**src/rtl/cpu_pkg.sv**
```systemverilog
// cpu_pkg: shared definitions for the cpu_core slice.
//   - opcode_e / state_e enums
//   - instruction field slice constants
//   - flags_t and the branch-condition helper
//   - PROGRAM_ROM, the default 32-word program
package cpu_pkg;

  localparam int DATA_W = 16;

  // Instruction field positions.
  localparam int OPC_HI  = 15;
  localparam int OPC_LO  = 11;
  localparam int RD_HI   = 10;
  localparam int RD_LO   = 8;
  localparam int RS1_HI  = 7;
  localparam int RS1_LO  = 5;
  localparam int RS2_HI  = 4;
  localparam int RS2_LO  = 2;
  localparam int IMM8_HI = 7;
  localparam int IMM5_HI = 4;

  typedef enum logic [4:0] {
    OP_ADD  = 5'h00,
    OP_SUB  = 5'h01,
    OP_AND  = 5'h02,
    OP_OR   = 5'h03,
    OP_XOR  = 5'h04,
    OP_NAND = 5'h05,
    OP_NOR  = 5'h06,
    OP_XNOR = 5'h07,
    OP_NOT  = 5'h08,
    OP_NEG  = 5'h09,
    OP_INC  = 5'h0A,
    OP_DEC  = 5'h0B,
    OP_MUL  = 5'h0C,
    OP_LSL  = 5'h0D,
    OP_ASR  = 5'h0E,
    OP_LSR  = 5'h0F,
    OP_LDI  = 5'h10,
    OP_MOV  = 5'h11,
    OP_CMP  = 5'h12,
    OP_BEQ  = 5'h13,
    OP_BNE  = 5'h14,
    OP_BLT  = 5'h15,
    OP_BGE  = 5'h16,
    OP_BRA  = 5'h17,
    OP_LD   = 5'h18,
    OP_ST   = 5'h19,
    OP_NOP  = 5'h1A
  } opcode_e;

  typedef enum logic [1:0] {
    S_FETCH,
    S_DECODE,
    S_EXECUTE,
    S_WRITEBACK
  } state_e;

  typedef struct packed {
    logic z;
    logic n;
    logic c;
  } flags_t;

  // Branch decision; C holds the unsigned borrow of the last CMP.
  function automatic logic branch_taken(opcode_e op, flags_t f);
    case (op)
      OP_BEQ:  return f.z;
      OP_BNE:  return !f.z;
      OP_BLT:  return f.c;
      OP_BGE:  return !f.c;
      OP_BRA:  return 1'b1;
      default: return 1'b0;
    endcase
  endfunction

  // Instruction encoders used to build the ROM image.
  function automatic logic [15:0] enc_r(logic [4:0] op, logic [2:0] rd,
                                        logic [2:0] rs1, logic [2:0] rs2);
    return {op, rd, rs1, rs2, 2'b00};
  endfunction

  function automatic logic [15:0] enc_i(logic [4:0] op, logic [2:0] rd,
                                        logic [7:0] imm8);
    return {op, rd, imm8};
  endfunction

  function automatic logic [15:0] enc_b(logic [4:0] op, logic [4:0] imm5);
    return {op, 6'b000000, imm5};
  endfunction

  // Default program: loads, one pass over every ALU op into R7, a block of
  // branch tests whose fall-through paths write the poison value 1 into R7,
  // then a store/load round trip through DM[10]. Falls off 31 back to 0.
  localparam logic [15:0] PROGRAM_ROM [32] = '{
    enc_i(OP_LDI, 3'd2, 8'd5),      // 0  R2 = 5
    enc_i(OP_LDI, 3'd3, 8'd3),      // 1  R3 = 3
    enc_i(OP_LDI, 3'd4, 8'd8),      // 2  R4 = 8
    enc_i(OP_LDI, 3'd5, 8'd10),     // 3  R5 = 10
    enc_i(OP_LDI, 3'd6, 8'hA5),     // 4  R6 = 0x00A5
    enc_r(OP_ADD,  3'd7, 3'd2, 3'd3),
    enc_r(OP_SUB,  3'd7, 3'd2, 3'd3),
    enc_r(OP_AND,  3'd7, 3'd2, 3'd3),
    enc_r(OP_OR,   3'd7, 3'd2, 3'd3),
    enc_r(OP_XOR,  3'd7, 3'd2, 3'd3),
    enc_r(OP_NAND, 3'd7, 3'd2, 3'd3),
    enc_r(OP_NOR,  3'd7, 3'd2, 3'd3),
    enc_r(OP_XNOR, 3'd7, 3'd2, 3'd3),
    enc_r(OP_NOT,  3'd7, 3'd2, 3'd3),
    enc_r(OP_NEG,  3'd7, 3'd2, 3'd3),
    enc_r(OP_INC,  3'd7, 3'd2, 3'd3),
    enc_r(OP_DEC,  3'd7, 3'd2, 3'd3),
    enc_r(OP_MUL,  3'd7, 3'd2, 3'd3),
    enc_r(OP_LSL,  3'd7, 3'd6, 3'd4), // 18 R7 = 0xA500 (negative for ASR)
    enc_r(OP_ASR,  3'd7, 3'd7, 3'd3), // 19
    enc_r(OP_LSR,  3'd7, 3'd7, 3'd3), // 20
    enc_r(OP_CMP,  3'd0, 3'd3, 3'd2), // 21 3-5: Z=0, C=1
    enc_b(OP_BNE, 5'd24),           // 22 taken
    enc_i(OP_LDI, 3'd7, 8'd1),      // 23 poison
    enc_b(OP_BLT, 5'd26),           // 24 taken
    enc_i(OP_LDI, 3'd7, 8'd1),      // 25 poison
    enc_b(OP_BGE, 5'd23),           // 26 not taken
    enc_r(OP_CMP,  3'd0, 3'd2, 3'd2), // 27 5-5: Z=1, C=0
    enc_b(OP_BEQ, 5'd30),           // 28 taken
    enc_i(OP_LDI, 3'd7, 8'd1),      // 29 poison
    enc_r(OP_ST,   3'd0, 3'd5, 3'd4), // 30 DM[R5] = R4
    enc_r(OP_LD,   3'd7, 3'd5, 3'd0)  // 31 R7 = DM[R5]
  };

endpackage

```
**src/rtl/cpu_alu.sv**
```systemverilog
// cpu_alu: combinational 16-bit ALU for opcodes 0x00-0x0F.
//   op : low four opcode bits
//   a  : rs1 operand
//   b  : rs2 operand (shifts use b[3:0])
//   y  : result, modulo 2^16
module cpu_alu
  import cpu_pkg::*;
(
  input  logic [3:0]        op,
  input  logic [DATA_W-1:0] a,
  input  logic [DATA_W-1:0] b,
  output logic [DATA_W-1:0] y
);

  logic signed [DATA_W-1:0] a_s;
  logic        [3:0]        shamt;

  assign a_s   = a;
  assign shamt = b[3:0];

  always_comb begin
    y = '0;
    case (op)
      4'h0: y = a + b;
      4'h1: y = a - b;
      4'h2: y = a & b;
      4'h3: y = a | b;
      4'h4: y = a ^ b;
      4'h5: y = ~(a & b);
      4'h6: y = ~(a | b);
      4'h7: y = ~(a ^ b);
      4'h8: y = ~a;
      4'h9: y = -a;
      4'hA: y = a + 16'd1;
      4'hB: y = a - 16'd1;
      4'hC: y = a * b;
      4'hD: y = a << shamt;
      4'hE: y = a_s >>> shamt;
      4'hF: y = a >> shamt;
      default: y = '0;
    endcase
  end

endmodule

```
**src/rtl/cpu_core.sv**
```systemverilog
// cpu_core: multi-cycle 16-bit load/store CPU, one instruction per 4 clocks
// (FETCH, DECODE, EXECUTE, WRITEBACK). Program comes from cpu_pkg::PROGRAM_ROM.
//   clock     : rising-edge clock
//   reset     : asynchronous, active-low; clears PC, FSM, R0-R7, flags, read_data
//   read_data : last word read from data RAM by LD
//   r7_data   : current contents of R7
//   PC_out    : current program counter
module cpu_core
  import cpu_pkg::*;
#(
  parameter int PM_WORDS = 32,
  parameter int DM_WORDS = 32
) (
  input  logic        clock,
  input  logic        reset,
  output logic [15:0] read_data,
  output logic [15:0] r7_data,
  output logic [4:0]  PC_out
);

  localparam int PC_W  = $clog2(PM_WORDS);
  localparam int DM_AW = $clog2(DM_WORDS);

  state_e            state;
  logic [PC_W-1:0]   pc;
  logic [DATA_W-1:0] regs [8];
  flags_t            flags;

  logic [DATA_W-1:0] ir_p0;
  logic [DATA_W-1:0] opa_p1;
  logic [DATA_W-1:0] opb_p1;
  logic [DATA_W-1:0] alu_p2;
  logic [DATA_W-1:0] dm [DM_WORDS];

  opcode_e           opc;
  logic [2:0]        rd;
  logic [2:0]        rs1;
  logic [2:0]        rs2;
  logic [7:0]        imm8;
  logic [4:0]        imm5;
  logic              is_alu;
  logic [DATA_W-1:0] alu_y;
  logic [DATA_W:0]   cmp_diff;

  assign opc    = opcode_e'(ir_p0[OPC_HI:OPC_LO]);
  assign rd     = ir_p0[RD_HI:RD_LO];
  assign rs1    = ir_p0[RS1_HI:RS1_LO];
  assign rs2    = ir_p0[RS2_HI:RS2_LO];
  assign imm8   = ir_p0[IMM8_HI:0];
  assign imm5   = ir_p0[IMM5_HI:0];
  assign is_alu = ~ir_p0[OPC_HI];

  // Extra top bit captures the unsigned borrow of rs1 - rs2.
  assign cmp_diff = {1'b0, opa_p1} - {1'b0, opb_p1};

  cpu_alu u_alu (
    .op (ir_p0[OPC_LO+3:OPC_LO]),
    .a  (opa_p1),
    .b  (opb_p1),
    .y  (alu_y)
  );

  // Datapath registers and data RAM: no reset, only loaded in their stage.
  always_ff @(posedge clock) begin
    case (state)
      // FETCH -> instruction register
      S_FETCH: ir_p0 <= PROGRAM_ROM[pc];
      // DECODE -> operand registers
      S_DECODE: begin
        opa_p1 <= regs[rs1];
        opb_p1 <= regs[rs2];
      end
      // EXECUTE -> ALU result and store
      S_EXECUTE: begin
        alu_p2 <= alu_y;
        if (opc == OP_ST) dm[opa_p1[DM_AW-1:0]] <= opb_p1;
      end
      default: ;
    endcase
  end

  // Control FSM, program counter, flags, register file and read_data.
  always_ff @(posedge clock or negedge reset) begin
    if (!reset) begin
      state     <= S_FETCH;
      pc        <= '0;
      flags     <= '0;
      read_data <= '0;
      for (int i = 0; i < 8; i++) regs[i] <= '0;
    end else begin
      case (state)
        S_FETCH: begin
          pc    <= pc + 1'b1;
          state <= S_DECODE;
        end
        S_DECODE: begin
          state <= S_EXECUTE;
        end
        S_EXECUTE: begin
          if (opc == OP_CMP) begin
            flags.z <= (cmp_diff[DATA_W-1:0] == '0);
            flags.n <= cmp_diff[DATA_W-1];
            flags.c <= cmp_diff[DATA_W];
          end
          if (branch_taken(opc, flags)) pc <= imm5;
          if (opc == OP_LD) read_data <= dm[opa_p1[DM_AW-1:0]];
          state <= S_WRITEBACK;
        end
        S_WRITEBACK: begin
          if (is_alu) begin
            regs[rd] <= alu_p2;
          end else begin
            case (opc)
              OP_LDI:  regs[rd] <= {8'h00, imm8};
              OP_MOV:  regs[rd] <= opa_p1;
              OP_LD:   regs[rd] <= read_data;
              default: ;
            endcase
          end
          state <= S_FETCH;
        end
        default: state <= S_FETCH;
      endcase
    end
  end

  assign r7_data = regs[7];
  assign PC_out  = pc;

endmodule

```
**config.mk**
```make
export PLATFORM = sky130hd
export DESIGN_NAME = cpu_core
export DESIGN_NICKNAME = d
export VERILOG_FILES = /design/src/rtl/cpu_pkg.sv /design/src/rtl/cpu_alu.sv /design/src/rtl/cpu_core.sv
export SDC_FILE = /design/constraint.sdc
export NUM_CORES = 1
export LEC_CHECK = 0
export CORE_MARGIN = 2
export CORE_UTILIZATION = 40
export CTS_CLUSTER_DIAMETER = 150
export DETAILED_ROUTE_END_ITERATION = 10
export SYNTH_ARGS = -nofsm -noshare
export SYNTH_HDL_FRONTEND = slang
export SYNTH_SLANG_ARGS = --single-unit
```
**constraint.sdc**
```tcl
create_clock -name clock -period 14.5 [get_ports clock]
set_input_delay 1.45 -clock clock [delete_from_list [all_inputs] [get_ports clock]]
set_output_delay 1.45 -clock clock [all_outputs]
set_load 0.01 [all_outputs]
```
---- Word level (Yosys, flattened, before mapping) ----
Memories as Yosys holds them, arrays and structs flattened. A register that Yosys moved wholly into a read port is not among the register bits.
Index checks and enable logic that the tools add are counted.
Widths: inputs -> output; s select.
operators by class
  $lt $le $gt $ge ......................... 4
  mux-type cells .......................... 23
  eq/ne operators ......................... 30
  multipliers ............................. 1
  bitwise logic cells ..................... 11
  reductions and logical operators ........ 12
  shift-type cells ........................ 3
  add/sub/neg operators ................... 7
operator list
  cell                   number
  $bwmux 128             4
  $pmux 128 s3           1
  $pmux 16 s16           1
  $mux 128               1
  $bmux 16 s3            2
  $mux 16                5
  $not 16->16            4
  $eq 5x5->1 const B     10
  $demux 16 s3           1
  $eq 4x4->1 const B     8
  $sub 16x16->17         1
  $add 16x1->16 const B  1
  $add 16x16->16         1
  $and 16x16->16         1
  $eq 4x3->1 const B     4
  $logic_not 16->1       1
  $mul 16x16->16         1
  $neg 16->16            1
  $or 16x16->16          1
  $shl 16x4->16          1
  $shr 16x4->16          1
  $sshr 16x4->16         1
  $sub 16x1->16 const B  1
  $sub 16x16->16         1
  other kinds (23)       37
word-level totals
  memory bits (read-only) ................. 512
  input port bits ......................... 2
  memories ................................ 2
  word-level logic and storage cells ...... 108
  output and inout port bits .............. 37
  RAM bits ................................ 512
  flip-flop bits (word level) ............. 185
memories
  name              depth  bits a word  rd ports  clocked after memory_dff  write ports  line            RTL
  (name not given)  32     16           1         1                         0            cpu_core.sv:67  S_FETCH: ir_p0 <= PROGRAM_ROM[pc];
  dm                32     16           1         1                         1            cpu_core.sv:33  logic [DATA_W-1:0] dm [DM_WORDS];

---- Depth between registers and ports, before layout ----
Gate-level depths: netlist (run 1).
  depth after elaboration ................. 8
  gate-level depth with buffers ........... 25
  mapped depth without buffers ............ 22

---- Hierarchy ----
Synthesis (run 1) repeated with hierarchy kept, for this count alone.
unflattened totals
  cell total of the unflattened synthesis .. 3170
  area, all modules ....................... 40010.9 µm²
modules (own cells, without submodules)
  module    times used  sequential area each (µm²)  area each (µm²)  cells an instance
  cpu_core  1           21125.3                     31455.2          1944
  cpu_alu   1           0.0                         8555.7           1226

---- Worst setup path before layout (run 1) ----
Ideal clock, no wire load.
  path type ............................... flip-flop to flip-flop
  from .................................... register opb_p1[2]
  to ...................................... register alu_p2[14] (data pin)
  cell stages (with the launch flop) ...... 25
  buffers on the path ..................... 4
  required time ........................... 14.231 ns
  data arrival time ....................... 6.504 ns
  clock period less this slack ............ 6.773 ns
  path slack .............................. 7.727 ns
  setup time .............................. 0.269 ns
  cells stage by stage .................... edfxtp_1 > clkbuf_1 > clkbuf_1 > buf_1 > buf_1 > nand2_1 > fa_1 > fa_1 > inv_1 > fa_1 > inv_1 > fa_1 > inv_1 > fa_1 > inv_1 > fa_1 > inv_1 > ha_1 > and3_1 > a21oi_1 > o21ai_0 > o41ai_1 > xnor2_1 > nand2_1 > o211ai_1
between the ends
  cells in the longest elaborated chain, start to end .. 2
  elaborated cells between the ends (all ways) .. 7
  those cells by class .................... add/sub (2); mul (1); shift (3); mux (1)
RTL lines
  element                                       line            RTL
  from (decl)                                   cpu_core.sv:31  logic [DATA_W-1:0] opb_p1;
  from (signal assigned)                        cpu_core.sv:71  opb_p1 <= regs[rs2];
  $mul 16x16->16, or another cell as far along  cpu_alu.sv:36   4'hC: y = a * b;
  $pmux 16 s16 (*)                              cpu_alu.sv:23   case (op)
  named net alu_y[14]                           cpu_core.sv:42  logic [DATA_W-1:0] alu_y;
  to (signal assigned)                          cpu_core.sv:75  alu_p2 <= alu_y;
  to (decl)                                     cpu_core.sv:32  logic [DATA_W-1:0] alu_p2;
The timed path passes the listed nets; every way through them passes the cells marked *.
A chain may end at the register's enable or synchronous reset.

---- Worst setup path in the final report (run 1) ----
Same ends and word-level chain as after synthesis.

==> flow_summary_export.csv, run 1 <==
group,metric,value,unit
grt,grt_max_degree,120,
synthesis,synth.top_cells.by_count,"576 x edfxtp_1, 343 x nand2_1, 233 x nor2_1",
sta,max_slew_margin,0.2184,
grt,grt_pass1_vias,26923,
setup_path,critPathRequiredTime,14840,ps
sta,worst_pin_slew,1170,ps
power_and_ir_drop,pwr-share-comb,0.002,
synthesis,synth.distinct_cells,84,
grt,grt_pass1_wl,181.7,mm
setup_path,cp_num_buf_inv,5,
clock_tree,clk_pin_slew,60,ps
power_and_ir_drop,p_total,4.178,mW
detailed_routing,drt_iter0_drc,3741,
sta,timing.fmax,0.1537,GHz
synthesis,ys_warn_count,0,
detailed_routing,final_antenna_net_count,0,
synthesis,yosysTopAreaCell,"edfxtp_1",
outcome,outcome,"finished, final reports clean",
detailed_routing,wl_per_cell,27.27,um
layout,multiInputGateArea,16820,sq um
floorplanning,dieHeight,318.6,um
placement,io_buffers,38,
placement,placedCellCount,4358,
detailed_routing,vias_per_cell,6.071,
sta,hold_violations,0,
floorplanning,initial_core_util,0.4027,
grt,grt_usage,0.2402,
synthesis,syn-instance-count,3146,
detailed_routing,dr.pass1.iters,7,
clock_tree,htreeDepth,3,
layout,stdcell_count,4492,
layout,syn2layout_area_growth,11.10,%
placement,gp_congestion,0.9733,
power_and_ir_drop,share_seq_of_total_power,0.534,
sta,period_share,0.4486,
setup_path,cp_top_family,"adder cells",
clock_tree,cts-resized-gates,0,
floorplanning,die_x,318.6,um
sta,skew,45.79,ps
setup_path,crit_top_cell,"fa_1",
synthesis,yosysMostFrequentCell,"edfxtp_1",
detailed_routing,vias,27273,
grt,overflow,0,
floorplanning,ioPinCount,39,
synthesis,postSynth.asyncResetShare,0.2099,
synthesis,synth-seq-area-share,0.5338,
clock_tree,cts_buffer_depth,3,
setup_path,end_kind,"flop",
power_and_ir_drop,p_switching,0.8358,mW
layout,drive_gt1_frac,0.1589,
power_and_ir_drop,ir_drop,0.00009139,V
clock_tree,cts_buffers,74,
layout,ff_latch_area,21130,sq um
power_and_ir_drop,power_leakage,14.41,nW
min_path,hold_path_class,"flop to flop",
layout,fillCellCount,8904,
synthesis,synth_area_leaders,"edfxtp_1 44%, mux4_2 11%, dfrtp_1 9.7%, fa_1 4.1%, ha_1 4.1%",
power_and_ir_drop,p_int,3.342,mW
detailed_routing,drc,0,
setup_path,slowest_delay,640,ps
grt,antenna_found_initial,1,
setup_path,start_kind,"flop",
placement,place_ws,8026,ps
synthesis,synth_fp_nets,3360,
job,maxCapViolCount,0,
placement,place.detailed.hpwl,80.35,mm
sta,rsz0062_at_grt,"no",
sta,setup_slack,7996,ps
floorplanning,rows,115,
floorplanning,core_area,98280,sq um
setup_path,cp.arrival,6850,ps
setup_path,path_cells,"buf_4, buf_4, clkinv_1, nor2_1, fa_1, fa_1, ha_1, inv_1, fa_1, fa_1, fa_1, inv_1, ha_1, a21o_1, a31oi_1, o21ai_0, o41ai_1, xnor2_1, nand2_1, o211ai_1",
floorplanning,die-area,101500,sq um
clock_tree,cts_num_sinks,729,
clock_tree,cts-root-buf,"clkbuf_16",
synthesis,synth_area,39580,sq um
synthesis,synth_top_cell_area_share,0.4370,
power_and_ir_drop,p_sw_frac,0.2000,
sta,finalSetupViolations,0,
power_and_ir_drop,clockPowerShare,0.464,
setup_path,criticalPathCategory,"flop to flop",
layout,final_core_util,0.4474,
synthesis,synth_edf_count,576,
clock_tree,cts_tree,"yes",
layout,fin_nets,3361,
setup_path,cp_slowest_cell,"buf_4",
layout,design_area,43970,sq um
sta,fin_crit,6504,ps
sta,setup-tns-final,0,ps
clock_tree,ctsHoldBuffers,0,
clock_tree,post-cts-setup-buffers,0,
synthesis,syn_avg_cell_area,12.58,sq um
setup_path,crit_fanout,57,
clock_tree,clock_latency,640,ps
synthesis,ys_ff_latch,729,
sta,timing.hold.ws,496.4,ps
sta,report.final.slew_viol_count,0,
synthesis,synthFlopType,"edfxtp_1",
placement,detailed_place.area,41510,sq um
detailed_routing,finalWirelength,122.5,mm
power_and_ir_drop,power.density,95.03,nW/um^2
## cell usage in the layout (no fill, tap or decap), types with 55 or more instances in the layout
master and n:
edfxtp_1 576, nand2_1 343, nor2_1 232, o21ai_0 227, mux4_2 200, inv_1 172
dfrtp_1 153, a21oi_1 143, ha_1 130, buf_4 114, fa_1 82, clkbuf_16 76
xnor2_1 61, nor3_1 57, a22oi_1 55
## worst register-to-register path, delay by kind of cell (launching register included)
kind	cells	cell delay, ps
fa+ha+maj	7	2960
compound gates	5	990
buf+inv	5	1540
simple gates	2	310
xor+xnor	1	110
flops	1	330
## worst paths after layout
check | slack, ps | start | depth (start not counted) | to
worst min register to register | 500 | regs[86] | 2 | regs[86]
worst min-delay path | 500 | regs[86] | 2 | regs[86]
min in group asynchronous | 850 | reset | 1 | flags[2]
max in group asynchronous | 12090 | reset | 2 | regs[40]
worst max-delay path | 8000 | opb_p1[2] | 20 | alu_p2[14]
worst max register to register | 8000 | opb_p1[2] | 20 | alu_p2[14]
## cell type report
cell class                 count  share of cell area
clock buffer                  90             0.04536
clock inverter                43             0.01056
multi-input combinational   2003              0.3825
sequential                   729              0.4805
timing repair buffer         153             0.02860
tap                         1287             0.03662
antenna                        1          0.00005691
inverter                     186             0.01588
## power by group through the flow
stage / clock network, mW / registers [mW] / logic, mW
after floorplan: 0 / 2.27 / 0.00000678
after global placement: 0 / 2.27 / 0.00977
after detailed placement: 0 / 2.27 / 0.00988
after CTS: 1.97 / 2.23 / 0.00986
after global routing: 2.05 / 2.23 / 0.0110
final: 1.94 / 2.23 / 0.00907
## registers in the layout, summed over array words and instances, names as in the netlist
signal	count
dm	512
regs	112
alu_p2	16
ir_p0	16
opa_p1	16
opb_p1	16
r7_data	16
read_data	16
PC_out	5
flags	2
state	2
## per-layer routing
metal / vias to the layer above / share of wire / global-route usage / wire [um]
met5: - / 0 / 0 / 0
met4: 0 / 0.034 / 0.08373 / 4173
met3: 231 / 0.089 / 0.03994 / 10860
met2: 1391 / 0.45 / 0.3634 / 54670
met1: 13924 / 0.43 / 0.3507 / 52810
li1: 11727 / - / - / -
## logic make-up after synthesis
family,synth area share
fa+ha+maj,0.08258
compound gates,0.1076
xor+xnor,0.01682
mux,0.1318
flops,0.5338
buf+inv,0.04198
simple gates,0.08539
Note: power is estimated with default switching activity, not from simulation.
==> run 2: changes to the inputs <==
Clock period 14.5 ns to 6.07 ns, I/O delays scaled along.
==> flow_summary_export.csv, run 2 (synthesis gave the netlist of run 1 again) <==
group,metric,value,unit
floorplanning,rows,115,
setup_path,path_cells,"inv_2, nor2_1, fa_1, inv_1, fa_1, inv_1, fa_1, inv_1, fa_1, inv_1, fa_1, inv_1, fa_1, inv_1, ha_4, and3_1, a21oi_1, o21ai_1, o41ai_2, xnor2_1, nand2_1, o211ai_1",
floorplanning,die_x,318.6,um
sta,fin_crit,5689,ps
grt,grt_pass1_wl,188.1,mm
power_and_ir_drop,p_switching,2.046,mW
power_and_ir_drop,pwr-share-comb,0.002,
clock_tree,cts_num_sinks,729,
min_path,hold_path_class,"input pin to async pin",
setup_path,cp.arrival,6070,ps
layout,layout_commonest_cell,"edfxtp_1",
setup_path,crit_fanout,11,
sta,finalSetupViolations,0,
sta,setup-tns-final,0,ps
grt,grt_pass1_vias,26839,
clock_tree,clock_latency,660,ps
job,maxCapViolCount,0,
floorplanning,ioPinCount,39,
placement,place.detailed.hpwl,87.73,mm
floorplanning,core_area,98280,sq um
sta,period_share,0.9373,
clock_tree,ctsHoldBuffers,0,
setup_path,start_kind,"flop",
layout,syn2layout_area_growth,12.36,%
detailed_routing,drt_iter0_drc,3709,
setup_path,critPathRequiredTime,6450,ps
setup_path,rr_worst_depth,22,
clock_tree,htreeDepth,3,
clock_tree,cts_tree,"yes",
sta,hold_violations,0,
setup_path,r2r-start,"opb_p1[5]",
power_and_ir_drop,p_total,10.09,mW
power_and_ir_drop,p_sw_frac,0.2029,
setup_path,cp_num_buf_inv,7,
clock_tree,cts_buffers,76,
clock_tree,cts-resized-gates,0,
clock_tree,cts-root-buf,"clkbuf_16",
floorplanning,dieHeight,318.6,um
power_and_ir_drop,clockPowerShare,0.470,
detailed_routing,drc,0,
outcome,outcome,"finished, final reports clean",
sta,timing.fmax,0.1758,GHz
detailed_routing,vias_per_cell,6.063,
placement,io_buffers,38,
layout,drive_gt1_frac,0.1738,
placement,gp_congestion,1.089,
layout,fin_nets,3407,
sta,report.final.slew_viol_count,0,
clock_tree,clk_pin_slew,60,ps
power_and_ir_drop,power_leakage,14.69,nW
clock_tree,cts_buffer_depth,3,
setup_path,end_kind,"flop",
sta,max_slew_margin,0.09945,
floorplanning,die-area,101500,sq um
setup_path,cp_slowest_cell,"fa_1",
sta,rsz0062_at_grt,"no",
grt,grt_max_degree,128,
setup_path,criticalPathCategory,"flop to flop",
detailed_routing,dr.pass1.iters,6,
placement,detailed_place.area,41910,sq um
layout,final_core_util,0.4525,
sta,skew,43.10,ps
power_and_ir_drop,p_int,8.039,mW
layout,largest_reg_flops,512,
floorplanning,initial_core_util,0.4027,
setup_path,slowest_delay,540,ps
detailed_routing,finalWirelength,128.6,mm
layout,layout_common_cells,"576 x edfxtp_1, 343 x nand2_1, 232 x nor2_1, 226 x o21ai_0, 200 x mux4_2",
detailed_routing,wl_per_cell,28.29,um
power_and_ir_drop,power.density,226.8,nW/um^2
grt,antenna_found_initial,3,
clock_tree,post-cts-setup-buffers,0,
setup_path,r2r_setup_slack,380,ps
power_and_ir_drop,ir_drop,0.0002101,V
detailed_routing,vias,27555,
setup_path,r2r_end,"alu_p2[14]",
layout,design_area,44470,sq um
setup_path,cp_top_family,"adder cells",
sta,worst_pin_slew,1341,ps
power_and_ir_drop,share_seq_of_total_power,0.528,
grt,grt_usage,0.2523,
grt,overflow,0,
detailed_routing,final_antenna_net_count,0,
[run 2: cell count changes in the layout (fill, tap and decap cells not counted), sizes merged]
cell / change
buf: +44
bufinv: -2
clkbuf: +10
clkinv: -2
clkinvlp: -1
diode: +1
inv: +3
[run 2: layer usage]
| layer | wire, um | GRT usage | vias to the layer above |
|---|---|---|---|
| li1 | - | - | 11821 |
| met1 | 53880 | 0.3579 | 14067 |
| met2 | 56410 | 0.3768 | 1401 |
| met3 | 12730 | 0.05584 | 264 |
| met4 | 5571 | 0.1019 | 2 |
| met5 | 13 | 0 | - |
[run 2: power groups by stage]
stage / clock network [mW] / logic (mW) / registers, mW
after global placement: 0 / 0.0229 / 5.43
final: 4.74 / 0.0217 / 5.33
after detailed placement: 0 / 0.0231 / 5.43
after floorplan: 0 / 0.00000683 / 5.43
after global routing: 5.00 / 0.0260 / 5.32
after CTS: 4.79 / 0.0231 / 5.33
[run 2: cell type report]
type / instances / area (sq um)
tap: 1287 / 1610
antenna: 2 / 5.005
inverter: 186 / 698.2
timing repair buffer: 197 / 1638
multi-input combinational: 2003 / 16840
sequential: 729 / 21130
fill: 8813 / 53810
clock inverter: 41 / 426.7
clock buffer: 100 / 2125
[run 2: worst max-delay path by stage]
| stage | start | to | slack [ps] | cells past startpoint |
|---|---|---|---|---|
| 5_1_grt | opa_p1[5] | alu_p2[14] | 90 | 19 |
| 4_1_cts | opb_p1[5] | alu_p2[14] | 430 | 22 |
| 3_3_place_gp | opb_p1[3] | alu_p2[15] | 480 | 17 |
| 6_report | opb_p1[5] | alu_p2[14] | 380 | 22 |
| 2_1_floorplan | opb_p1[1] | alu_p2[14] | 20 | 23 |
| 3_5_place_dp | opb_p1[5] | alu_p2[14] | 420 | 22 |
[run 2: through the flow]
stage | setup WS [ps] | instances | hold WS (ps)
after floorplan | 15.50 | 3146 | 311.4
after global placement | 476.6 | 4402 | 473.7
after detailed placement | 424.5 | 4402 | 486.1
after CTS | 425.8 | 4543 | 93.99
after global routing | 90.34 | 4544 | 142.4
final | 380.8 | 4545 | 52.68
